$ cat src/rtl/uart_tx_scheduler.sv
// Round-robin arbiter sharing one UART transmitter among NREQ byte streams, one packet per grant.
// Grant one cycle after request; requester held by req_ready pops, transmitter paced by tx_ack/tx_done.
module uart_tx_scheduler #(
  parameter int NREQ       = 4,
  parameter int DBIT       = 8,
  parameter int HDR_EN     = 1,
  parameter int GAP_CYCLES = 16,
  parameter int STALL_MAX  = 1024
) (
  input  logic                 clk,
  input  logic                 reset,
  input  logic [NREQ-1:0]      req_valid,
  input  logic [NREQ*DBIT-1:0] req_data,
  input  logic [NREQ-1:0]      req_last,
  output logic [NREQ-1:0]      req_ready,
  output logic [NREQ-1:0]      grant,
  output logic                 tx_start,
  output logic [DBIT-1:0]      tx_din,
  input  logic                 tx_ack,
  input  logic                 tx_done,
  output logic                 busy,
  output logic                 abort
);

  localparam int IW = (NREQ > 1) ? $clog2(NREQ) : 1;
  localparam int SW = $clog2(STALL_MAX + 1);
  localparam logic [7:0]    GAP_LAST   = (GAP_CYCLES == 0) ? 8'd0 : 8'(GAP_CYCLES - 1);
  localparam logic [SW-1:0] STALL_LAST = SW'(STALL_MAX - 1);

  typedef enum logic [2:0] {S_IDLE, S_HDR, S_SEND, S_WAIT, S_GAP} state_t;

  state_t          state, state_d;
  logic [IW-1:0]   ptr, ptr_d, gidx, gidx_d;
  logic [NREQ-1:0] grant_d, ready_d;
  logic            start_d, abort_d, busy_d;
  logic            last_r, last_d, hdr_phase, hdr_phase_d;
  logic [DBIT-1:0] din_d, hdr_byte, sel_dat;
  logic [7:0]      gap_cnt, gap_d;
  logic [SW-1:0]   stall_cnt, stall_d;
  logic            pick_vld, sel_vld, sel_last;
  logic [IW-1:0]   pick_idx;

  function automatic logic [IW-1:0] rr_idx(input logic [IW-1:0] p, input int k);
    int j;
    j = int'(p) + k;
    if (j >= NREQ) j = j - NREQ;
    return IW'(j);
  endfunction

  // First valid requester at or after ptr, wrapping.
  always_comb begin
    pick_vld = 1'b0;
    pick_idx = '0;
    for (int k = 0; k < NREQ; k++) begin
      if (!pick_vld && req_valid[rr_idx(ptr, k)]) begin
        pick_vld = 1'b1;
        pick_idx = rr_idx(ptr, k);
      end
    end
  end

  always_comb begin
    sel_vld  = req_valid[gidx];
    sel_last = req_last[gidx];
    sel_dat  = req_data[gidx*DBIT +: DBIT];
    hdr_byte = '0;
    hdr_byte[DBIT-1] = 1'b1;
    hdr_byte[IW-1:0] = gidx;
  end

  always_comb begin
    state_d     = state;
    ptr_d       = ptr;
    gidx_d      = gidx;
    grant_d     = grant;
    ready_d     = '0;
    start_d     = tx_start;
    abort_d     = 1'b0;
    din_d       = tx_din;
    last_d      = last_r;
    hdr_phase_d = hdr_phase;
    gap_d       = gap_cnt;
    stall_d     = stall_cnt;
    case (state)
      S_IDLE: begin
        if (pick_vld) begin
          gidx_d          = pick_idx;
          grant_d         = '0;
          grant_d[pick_idx] = 1'b1;
          stall_d         = '0;
          hdr_phase_d     = 1'b0;
          state_d         = (HDR_EN != 0) ? S_HDR : S_SEND;
        end
      end
      S_HDR: begin
        if (!tx_start) begin
          din_d   = hdr_byte;
          start_d = 1'b1;
        end else if (tx_ack) begin
          start_d     = 1'b0;
          hdr_phase_d = 1'b1;
          state_d     = S_WAIT;
        end
      end
      S_SEND: begin
        if (tx_start) begin
          if (tx_ack) begin
            start_d = 1'b0;
            ready_d = grant;
            state_d = S_WAIT;
          end
        end else if (sel_vld) begin
          din_d   = sel_dat;
          last_d  = sel_last;
          start_d = 1'b1;
          stall_d = '0;
        end else if (stall_cnt >= STALL_LAST) begin
          abort_d = 1'b1;
          state_d = S_GAP;
          grant_d = '0;
          gap_d   = '0;
          ptr_d   = (gidx == IW'(NREQ - 1)) ? '0 : gidx + 1'b1;
        end else begin
          stall_d = stall_cnt + 1'b1;
        end
      end
      S_WAIT: begin
        if (tx_done) begin
          if (hdr_phase) begin
            hdr_phase_d = 1'b0;
            state_d     = S_SEND;
          end else if (last_r) begin
            state_d = S_GAP;
            grant_d = '0;
            gap_d   = '0;
            ptr_d   = (gidx == IW'(NREQ - 1)) ? '0 : gidx + 1'b1;
          end else begin
            state_d = S_SEND;
          end
        end
      end
      S_GAP: begin
        if (gap_cnt >= GAP_LAST) state_d = S_IDLE;
        else gap_d = gap_cnt + 1'b1;
      end
      default: state_d = S_IDLE;
    endcase
    busy_d = (state_d != S_IDLE);
  end

  always_ff @(posedge clk) begin
    if (reset) begin
      state     <= S_IDLE;
      ptr       <= '0;
      gidx      <= '0;
      grant     <= '0;
      req_ready <= '0;
      tx_start  <= 1'b0;
      tx_din    <= '0;
      abort     <= 1'b0;
      busy      <= 1'b0;
      last_r    <= 1'b0;
      hdr_phase <= 1'b0;
      gap_cnt   <= '0;
      stall_cnt <= '0;
    end else begin
      state     <= state_d;
      ptr       <= ptr_d;
      gidx      <= gidx_d;
      grant     <= grant_d;
      req_ready <= ready_d;
      tx_start  <= start_d;
      tx_din    <= din_d;
      abort     <= abort_d;
      busy      <= busy_d;
      last_r    <= last_d;
      hdr_phase <= hdr_phase_d;
      gap_cnt   <= gap_d;
      stall_cnt <= stall_d;
    end
  end

endmodule
$ cat config.mk
export PLATFORM = sky130hd
export DESIGN_NAME = uart_tx_scheduler
export DESIGN_NICKNAME = d
export VERILOG_FILES = /design/src/rtl/uart_tx_scheduler.sv
export SDC_FILE = /design/constraint.sdc
export NUM_CORES = 1
export LEC_CHECK = 0
export CORE_MARGIN = 1.5
export CORE_UTILIZATION = 40
export DETAILED_ROUTE_END_ITERATION = 10
export PLACE_DENSITY = 0.78
export RECOVER_POWER = 50
export SLEW_MARGIN = 15
export SYNTH_ARGS = -nofsm -noshare
export SYNTH_HDL_FRONTEND = slang
export SYNTH_SLANG_ARGS = --single-unit
$ cat constraint.sdc
create_clock -name clk -period 2.65 [get_ports clk]
set_clock_uncertainty 0.05 [all_clocks]
set_input_delay 0.53 -clock clk [delete_from_list [all_inputs] [get_ports clk]]
set_output_delay 0.53 -clock clk [all_outputs]
set_load 0.05 [all_outputs]
==> flow_summary.ini, run 1 <==
[status]
status = finished clean

[final_layout]
drive_gt1_frac = 0.133
layout.cells.non_filler = 428
fillers = 523
fin_util = 0.571
num_antenna_cells = 0
final_area_um2 = 3420
area_growth_pct = 37.0
finalNetCount = 399

[synth]
ys_seq_area_frac = 0.377
yosys.area.top_type_share = 0.377
synthesis.area_um2 = 2500
synthDistinctLibCells = 55
syn_area_per_cell_um2 = 9.05
synth-seq-cells = 47
ys_async_sr_fraction = 0
synth.area.top_cells = dfxtp_1 38%, mux4_2 7.2%, a21oi_1 3.6%
yosysWarnings = 0
netlist_top_cells_count = 47 x dfxtp_1, 19 x nand2_1, 18 x a21oi_1, 18 x nor2_1, 17 x nand3_1
yosysMostFrequentCell = dfxtp_1
netlist_instances = 276
synth_ff_type = dfxtp_1
synth_fp_nets = 323
synth_top_area_cell = dfxtp_1
synth_edf_count = 0

[floorplanning]
coreArea_um2 = 5990
rows = 28
die_width_um = 82.0
initial_utilization = 0.417
dieArea_um2 = 6730
pin_count = 63
die_h_um = 82.0

[placed_design]
dpl-instance-area_um2 = 3310
dp_hpwl_mm = 5.34
dp.cells = 420
io_buffers = 62
place.gp.congestion = 0.911

[worst_setup_path]
endpoint_kind = register
cp-start-kind = primary input
path_buf_inv = 2
reg2reg_slack_ns = 0.32
startpoint = req_valid[2]
r2r_end = stall_cnt[8]$_SDFFE_PP0P_
slowest_delay_ns = 0.62
crit_family = compound AO/OA/AOI/OAI gates
worst-path-stages = 7
crit_end = stall_cnt[8]$_SDFFE_PP0P_
crit_fanout = 10
cp_slowest_cell = or4_1
cp.arrival_ns = 2.60
crit_type = primary input to register
r2r_cells = 5
crit_path_cell_trace = clkdlybuf4s50_1 -> or4_1 -> a31oi_1 -> a21oi_1 -> buf_4 -> a311o_1 -> o211ai_2
crit-reg2reg-launch = state[1]$_SDFF_PP0_
critPathRequiredTime_ns = 2.84

[power]
pwr-share-clk = 0.318
pwr-share-comb = 0.276
pwr-share-seq = 0.405
power_density_nw_per_um2 = 570
ir_drop_mv = 0.362
p_leak_nw = 1.30
power.internal_w = 0.00136
switchingPower_w = 0.000588
p_sw_frac = 0.301

[clock_network]
postCtsSetupBuffers = 0
root_buffer = clkbuf_8
tritoncts = done
clk_pin_slew_ns = 0.08
clockBufferDepth = 2
htree_levels = 2
cts_buffers = 5
holdBufCountCts = 0
clk-insertion-delay-late_ns = 0.31
cts.sinks = 47
post_cts_resized = 0

[timing]
worstMarginPinSlew_ns = 0.682
finalCritPeriodShare = 0.908
rsz0062_at_grt = no
fin_crit_ns = 2.41
fmax_mhz = 416
slew_violations = 0
final-setup-viol-count = 0
relSlewSlack = 0.545
fin_tns_setup_ns = 0
final_hold_viol_count = 0

[global_route]
antenna_found_initial = 0
overflow = 0
grt_pass1_vias = 2245
met2_usage = 0.310
grtUsageMet1 = 0.286
grt_pass1_wl_mm = 10.7
use_met3 = 0.0667
busiest_layer = met2
grt_usage = 0.213
grt_start_max_net_pins = 16

[routing]
drc = 0
wl_mm = 6.81
via_per_inst = 5.79
drt_iter0_markers = 143
drtPass1Iterations = 4
dr_total_vias = 2478
ant_nets = 0
wire_per_inst_um = 15.9

[hold_path]
hold_path.class = register to register

[flow_run]
drv_cap = 0
==> kinds of logic after synthesis <==
group | count (synthesis) | synth area share
xor+xnor | 3 | 0.0105
simple gates | 112 | 0.247
fa+ha+maj | 3 | 0.0150
flops | 47 | 0.377
buf+inv | 25 | 0.0426
compound gates | 71 | 0.207
mux | 15 | 0.102
==> sequential cells by signal (all words and copies together), names as in the netlist, 2 cells and up <==
name,cells
req_ready,4
ptr,2
grant,4
stall_cnt,11
gidx,2
tx_din,8
gap_cnt,8
state,3
==> worst min path at each step <==
stage / start / to / slack (ns) / cells after the start
CTS: stall_cnt[9]$_SDFFE_PP0P_ / stall_cnt[9]$_SDFFE_PP0P_ / 0.41 / 2
finish: stall_cnt[9]$_SDFFE_PP0P_ / stall_cnt[9]$_SDFFE_PP0P_ / 0.40 / 2
global route: gap_cnt[7]$_SDFFE_PP0P_ / gap_cnt[7]$_SDFFE_PP0P_ / 0.45 / 1
detailed placement: stall_cnt[9]$_SDFFE_PP0P_ / stall_cnt[9]$_SDFFE_PP0P_ / 0.39 / 2
global placement: stall_cnt[9]$_SDFFE_PP0P_ / stall_cnt[9]$_SDFFE_PP0P_ / 0.38 / 2
floorplan: stall_cnt[9]$_SDFFE_PP0P_ / stall_cnt[9]$_SDFFE_PP0P_ / 0.38 / 2
==> power by group through the flow <==
stage	combinational (W)	sequential, W	clock [W]
2_1_floorplan	0.000266	0.000866	0
3_3_place_gp	0.000537	0.000807	0
3_5_place_dp	0.000545	0.000809	0
4_1_cts	0.000547	0.000793	0.000633
5_1_grt	0.000581	0.000797	0.000667
6_report	0.000539	0.000791	0.000621
==> cell usage in the layout, fill, tap and decap left out, drive strengths merged, types with 4 or more instances in the layout <==
| cell | n |
|---|---|
| buf | 19 |
| nand3 | 17 |
| nand4 | 6 |
| or4 | 4 |
| a21oi | 18 |
| mux4 | 8 |
| nor2b | 4 |
| dfxtp | 47 |
| and2 | 7 |
| mux2i | 4 |
| nand2b | 5 |
| nor3 | 8 |
| a22o | 6 |
| clkdlybuf4s50 | 43 |
| dlygate4sd3 | 19 |
| nor4 | 6 |
| a31oi | 6 |
| o21a | 6 |
| o21ai | 10 |
| inv | 11 |
| nor2 | 18 |
| clkbuf | 8 |
| nand2 | 19 |
==> tightest hold or removal path, stage by stage (launching register included) <==
cell and delay [ns]:
dfxtp_1 0.32, inv_1 0.05, a21oi_1 0.05
==> final cells by class <==
cell class,count,area (um^2),share of cell area
Multi-Input combinational cell,204,1440,0.421
Sequential cell,47,941,0.275
Timing Repair Buffer,83,774,0.226
Tap cell,75,93.8,0.0274
Clock buffer,6,72.6,0.0212
Clock inverter,2,60.1,0.0175
Inverter,11,41.3,0.0121
==> stage by stage <==
step	power [W]	hold slack, ns	worst slack, ns
detailed placement	0.00135	0.390	-0.0595
CTS	0.00197	0.406	0.267
floorplan	0.00113	0.376	0.480
global placement	0.00134	0.382	0.0133
finish	0.00195	0.404	0.245
global route	0.00205	0.446	0.125
==> metal layers <==
layer,part of all wire,wire [um]
met5,0,0
met4,0.029,197
met3,0.056,381
met2,0.47,3190
met1,0.45,3050
Power figures use the tool's default switching activity.
==> run 2, diff against run 1 <==
PLACE_DENSITY = 0.81   (was 0.78)
clock period = 2.1 ns   (was 2.65 ns; I/O delays follow)
==> flow_summary.ini, run 2 (synthesized netlist as in run 1, its figures left out) <==
[placed_design]
dp.cells = 442
dp_hpwl_mm = 5.65
place.gp.congestion = 0.899
place_ws_ns = -0.485
io_buffers = 62
dpl-instance-area_um2 = 3470

[clock_network]
tritoncts = done
htree_levels = 2
cts_buffers = 5
clk_pin_slew_ns = 0.10
root_buffer = clkbuf_8
clk-insertion-delay-late_ns = 0.31
cts.sinks = 47
clockBufferDepth = 2

[final_layout]
num_antenna_cells = 0
seq_area_um2 = 943
finalNetCount = 426
drive_gt1_frac = 0.224
largest_reg_flops = 11
fin_util = 0.611
top_regs = stall_cnt x11, gap_cnt x8, tx_din x8
mostFrequentLayoutCells = 57 x clkdlybuf4s50_1, 47 x buf_4, 45 x dfxtp_1
final_area_um2 = 3660
area_growth_pct = 46.4
fillers = 513
regMostFlops = stall_cnt
multi_input_area_um2 = 1500
layout.cells.non_filler = 455
final_common_cell = clkdlybuf4s50_1

[global_route]
grt_usage = 0.226
grt_pass1_wl_mm = 11.6
overflow = 0
grt_pass1_vias = 2436
grt_start_max_net_pins = 17
antenna_found_initial = 0

[worst_setup_path]
cp_slowest_cell = clkdlybuf4s50_1
path_buf_inv = 1
crit-reg2reg-launch = stall_cnt[7]$_SDFFE_PP0P_
endpoint_kind = primary output
slowest_delay_ns = 0.84
critPathRequiredTime_ns = 1.63
r2r_end = gap_cnt[6]$_SDFFE_PP0P_
crit_family = buffers and inverters
cp-start-kind = register
cp.arrival_ns = 1.55
r2r_cells = 6
crit_type = register to primary output
reg2reg_slack_ns = 0.10
crit_fanout = 4
crit_path_cell_trace = clkdlybuf4s50_1

[flow_run]
drv_cap = 0

[timing]
final_hold_viol_count = 0
slew_violations = 0
relSlewSlack = 0.572
fin_ws_ns = 0.0764
finalCritPeriodShare = 0.964
fmax_mhz = 494
rsz0062_at_grt = yes
fin_crit_ns = 2.02
final-setup-viol-count = 0
worstMarginPinSlew_ns = 0.626

[routing]
drtPass1Iterations = 5
drc = 0
ant_nets = 0
wl_mm = 7.34
dr_total_vias = 2588
drt_iter0_markers = 208
wire_per_inst_um = 16.1
via_per_inst = 5.69

[floorplanning]
die_width_um = 82.0
coreArea_um2 = 5990
initial_utilization = 0.417
rows = 28
dieArea_um2 = 6730
die_h_um = 82.0
pin_count = 63

[power]
p_leak_nw = 1.39
ir_drop_mv = 0.416
power_density_nw_per_um2 = 678

[status]
status = finished clean

[hold_path]
hold_path.class = register to register
holdPathEnd = stall_cnt[9]$_SDFFE_PP0P_
min_from = stall_cnt[9]$_SDFFE_PP0P_
min_path_cells = 2
-- run 2: area by class of cell --
| class | count | share of cell area |
|---|---|---|
| repair buffers | 110 | 0.265 |
| multi-input cells | 204 | 0.409 |
| flip-flops and latches | 47 | 0.258 |
| clock inverters | 3 | 0.0127 |
| clock buffers | 5 | 0.0188 |
| inverters | 11 | 0.0113 |
| well taps | 75 | 0.0256 |
-- run 2: how the worst max path moves through the flow --
stage | from | end | cells past startpoint
after CTS | gidx[0]$_SDFFE_PP0P_ | stall_cnt[8]$_SDFFE_PP0P_ | 5
final | grant[3]$_SDFFE_PP0P_ | grant[3] | 1
after global placement | req_valid[2] | stall_cnt[8]$_SDFFE_PP0P_ | 7
after floorplan | gidx[0]$_SDFFE_PP0P_ | stall_cnt[8]$_SDFFE_PP0P_ | 7
after detailed placement | req_valid[2] | stall_cnt[8]$_SDFFE_PP0P_ | 7
after global routing | stall_cnt[7]$_SDFFE_PP0P_ | gap_cnt[6]$_SDFFE_PP0P_ | 6
-- run 2: where the power goes --
part | internal [W] | switching, W
combinational | 0.000382 | 0.000419
sequential | 0.000942 | 0.0000457
clock | 0.000359 | 0.000333
total | 0.00168 | 0.000797
-- run 2: timing repair --
item,4_1_cts,5_1_grt
setup buffers,4,1
setup endpoints to repair,13,12
resized for setup,9,6
hold buffers,0,0
pin swaps,1,1
-- run 2: metal layers --
layer | track usage | vias up | wire (um)
met5 | 0 | - | 0
met4 | 0.0644 | 0 | 95
met3 | 0.0356 | 12 | 276
met2 | 0.375 | 60 | 3710
met1 | 0.302 | 1266 | 3260
li1 | - | 1250 | -
-- run 2: per-stage QoR --
step	hold slack [ns]	setup TNS, ns	total power (W)
2_1_floorplan	0.376	-0.0107	0.00143
3_3_place_gp	0.387	-8.30	0.00175
3_5_place_dp	0.396	-10.76	0.00177
4_1_cts	0.409	0	0.00247
5_1_grt	0.430	-0.0404	0.00259
6_report	0.409	0	0.00248
==> run 3, diff against run 2 <==
CORE_ASPECT_RATIO = 0.7   (was default)
DONT_BUFFER_PORTS = 1   (was default)
PLACE_DENSITY = default   (was 0.81)
==> flow_summary.ini, run 3 (synthesized netlist as in run 1, its figures left out) <==
[status]
status = finished clean

[timing]
finalCritPeriodShare = 0.954
final-setup-viol-count = 0
relSlewSlack = 0.448
fin_tns_setup_ns = 0
slew_violations = 0
worstMarginPinSlew_ns = 0.807
final_hold_viol_count = 0
fmax_mhz = 499
rsz0062_at_grt = no
fin_crit_ns = 2.00

[placed_design]
place.gp.congestion = 0.891
dp.cells = 367
io_buffers = 0
dp_hpwl_mm = 4.78

[hold_path]
min_path_cells = 1
hold_path.class = primary input to register

[worst_setup_path]
slowest_delay_ns = 0.60
cp-start-kind = register
critPathRequiredTime_ns = 2.28
cp.arrival_ns = 2.19
r2r_cells = 5
crit_fanout = 6
crit_type = register to register
cp_slowest_cell = mux4_2
crit_path_cell_trace = mux4_2 -> nor3b_1 -> or3_1 -> a311o_1 -> o211ai_2
endpoint_kind = register

[global_route]
antenna_found_initial = 0
grt_start_max_net_pins = 32
grt_pass1_wl_mm = 10.2
overflow = 0
grt_usage = 0.188
grt_pass1_vias = 2038

[routing]
drt_iter0_markers = 130
dr_total_vias = 2187
wl_mm = 6.23
drc = 0
ant_nets = 0
wire_per_inst_um = 16.6
via_per_inst = 5.83
drtPass1Iterations = 4

[floorplanning]
die_width_um = 97.5
pin_count = 63
coreArea_um2 = 5870
initial_utilization = 0.426
rows = 23
die_h_um = 69.1
dieArea_um2 = 6740

[final_layout]
mostFrequentLayoutCells = 45 x dfxtp_1, 27 x buf_4, 19 x nand2_1
finalNetCount = 346
drive_gt1_frac = 0.207
final_common_cell = dfxtp_1
fin_util = 0.488
largest_reg_flops = 11
num_antenna_cells = 0
regMostFlops = stall_cnt
top_regs = stall_cnt x11, gap_cnt x8, tx_din x8
area_growth_pct = 14.7
layout.cells.non_filler = 375

[clock_network]
cts_buffers = 5
tritoncts = done
postCtsSetupBuffers = 0
clockBufferDepth = 2
clk-insertion-delay-late_ns = 0.30
root_buffer = clkbuf_8
clk_pin_slew_ns = 0.08
cts.sinks = 47
htree_levels = 2

[power]
ir_drop_mv = 0.317
power_density_nw_per_um2 = 762
p_leak_nw = 1.03

[flow_run]
drv_cap = 0
run 3: report_power, final:
group          leakage [nW]  internal [W]  total (W)  switching, W
Sequential            0.382      0.000941    0.00108      0.000138
Combinational         0.599      0.000226   0.000505      0.000279
Clock                0.0515      0.000301   0.000598      0.000297
Total                  1.03       0.00147    0.00218      0.000714
run 3: stage by stage:
stage / hold WS [ns] / setup slack (ns) / area, um^2 / power, W
floorplan: 0.376 / -0.0107 / 2500 / 0.00143
global placement: 0.387 / -0.0253 / 2750 / 0.00160
detailed placement: 0.389 / 0.00129 / 2750 / 0.00160
CTS: 0.129 / 0.0653 / 2850 / 0.00220
global route: 0.126 / 0.0124 / 2870 / 0.00230
finish: 0.146 / 0.0959 / 2870 / 0.00218
run 3: timing repair:
item	in CTS	in global routing
resized for setup	1	10
hold buffers	0	0
pin swaps	0	2
endpoints found under the setup margin	2	10
run 3: final timing paths:
| check | startpoint | endpoint | slack (ns) |
|---|---|---|---|
| worst max-delay path | gidx[0]$_SDFFE_PP0P_ | stall_cnt[8]$_SDFFE_PP0P_ | 0.1 |
| worst min-delay path | reset | ptr[0]$_SDFFE_PP0P_ | 0.15 |
| worst max register to register | gidx[0]$_SDFFE_PP0P_ | stall_cnt[8]$_SDFFE_PP0P_ | 0.1 |
| worst min register to register | stall_cnt[9]$_SDFFE_PP0P_ | stall_cnt[9]$_SDFFE_PP0P_ | 0.40 |
run 3: area by class of cell:
class,instances,area (um^2)
multi-input combinational,204,1470
fill,590,3010
clock buffer,8,100
timing repair buffer,30,214
sequential,47,943
tap,75,93.8
inverter,11,41.3
run 3: critical path: cells and delay by family (launching register included):
family	cells	cell delay, ns
and+or+nand+nor	2	0.57
DFF	1	0.36
muxes	1	0.60
AOI/OAI and AO/OA	2	0.37
run 3: per-layer routing:
layer / global-route usage / up-vias / share of wire
met1: 0.288 / 1027 / 0.51
met5: 0 / - / 0
li1: - / 1087 / -
met3: 0.0507 / 6 / 0.072
met4: 0.0476 / 0 / 0.0087
met2: 0.258 / 67 / 0.41
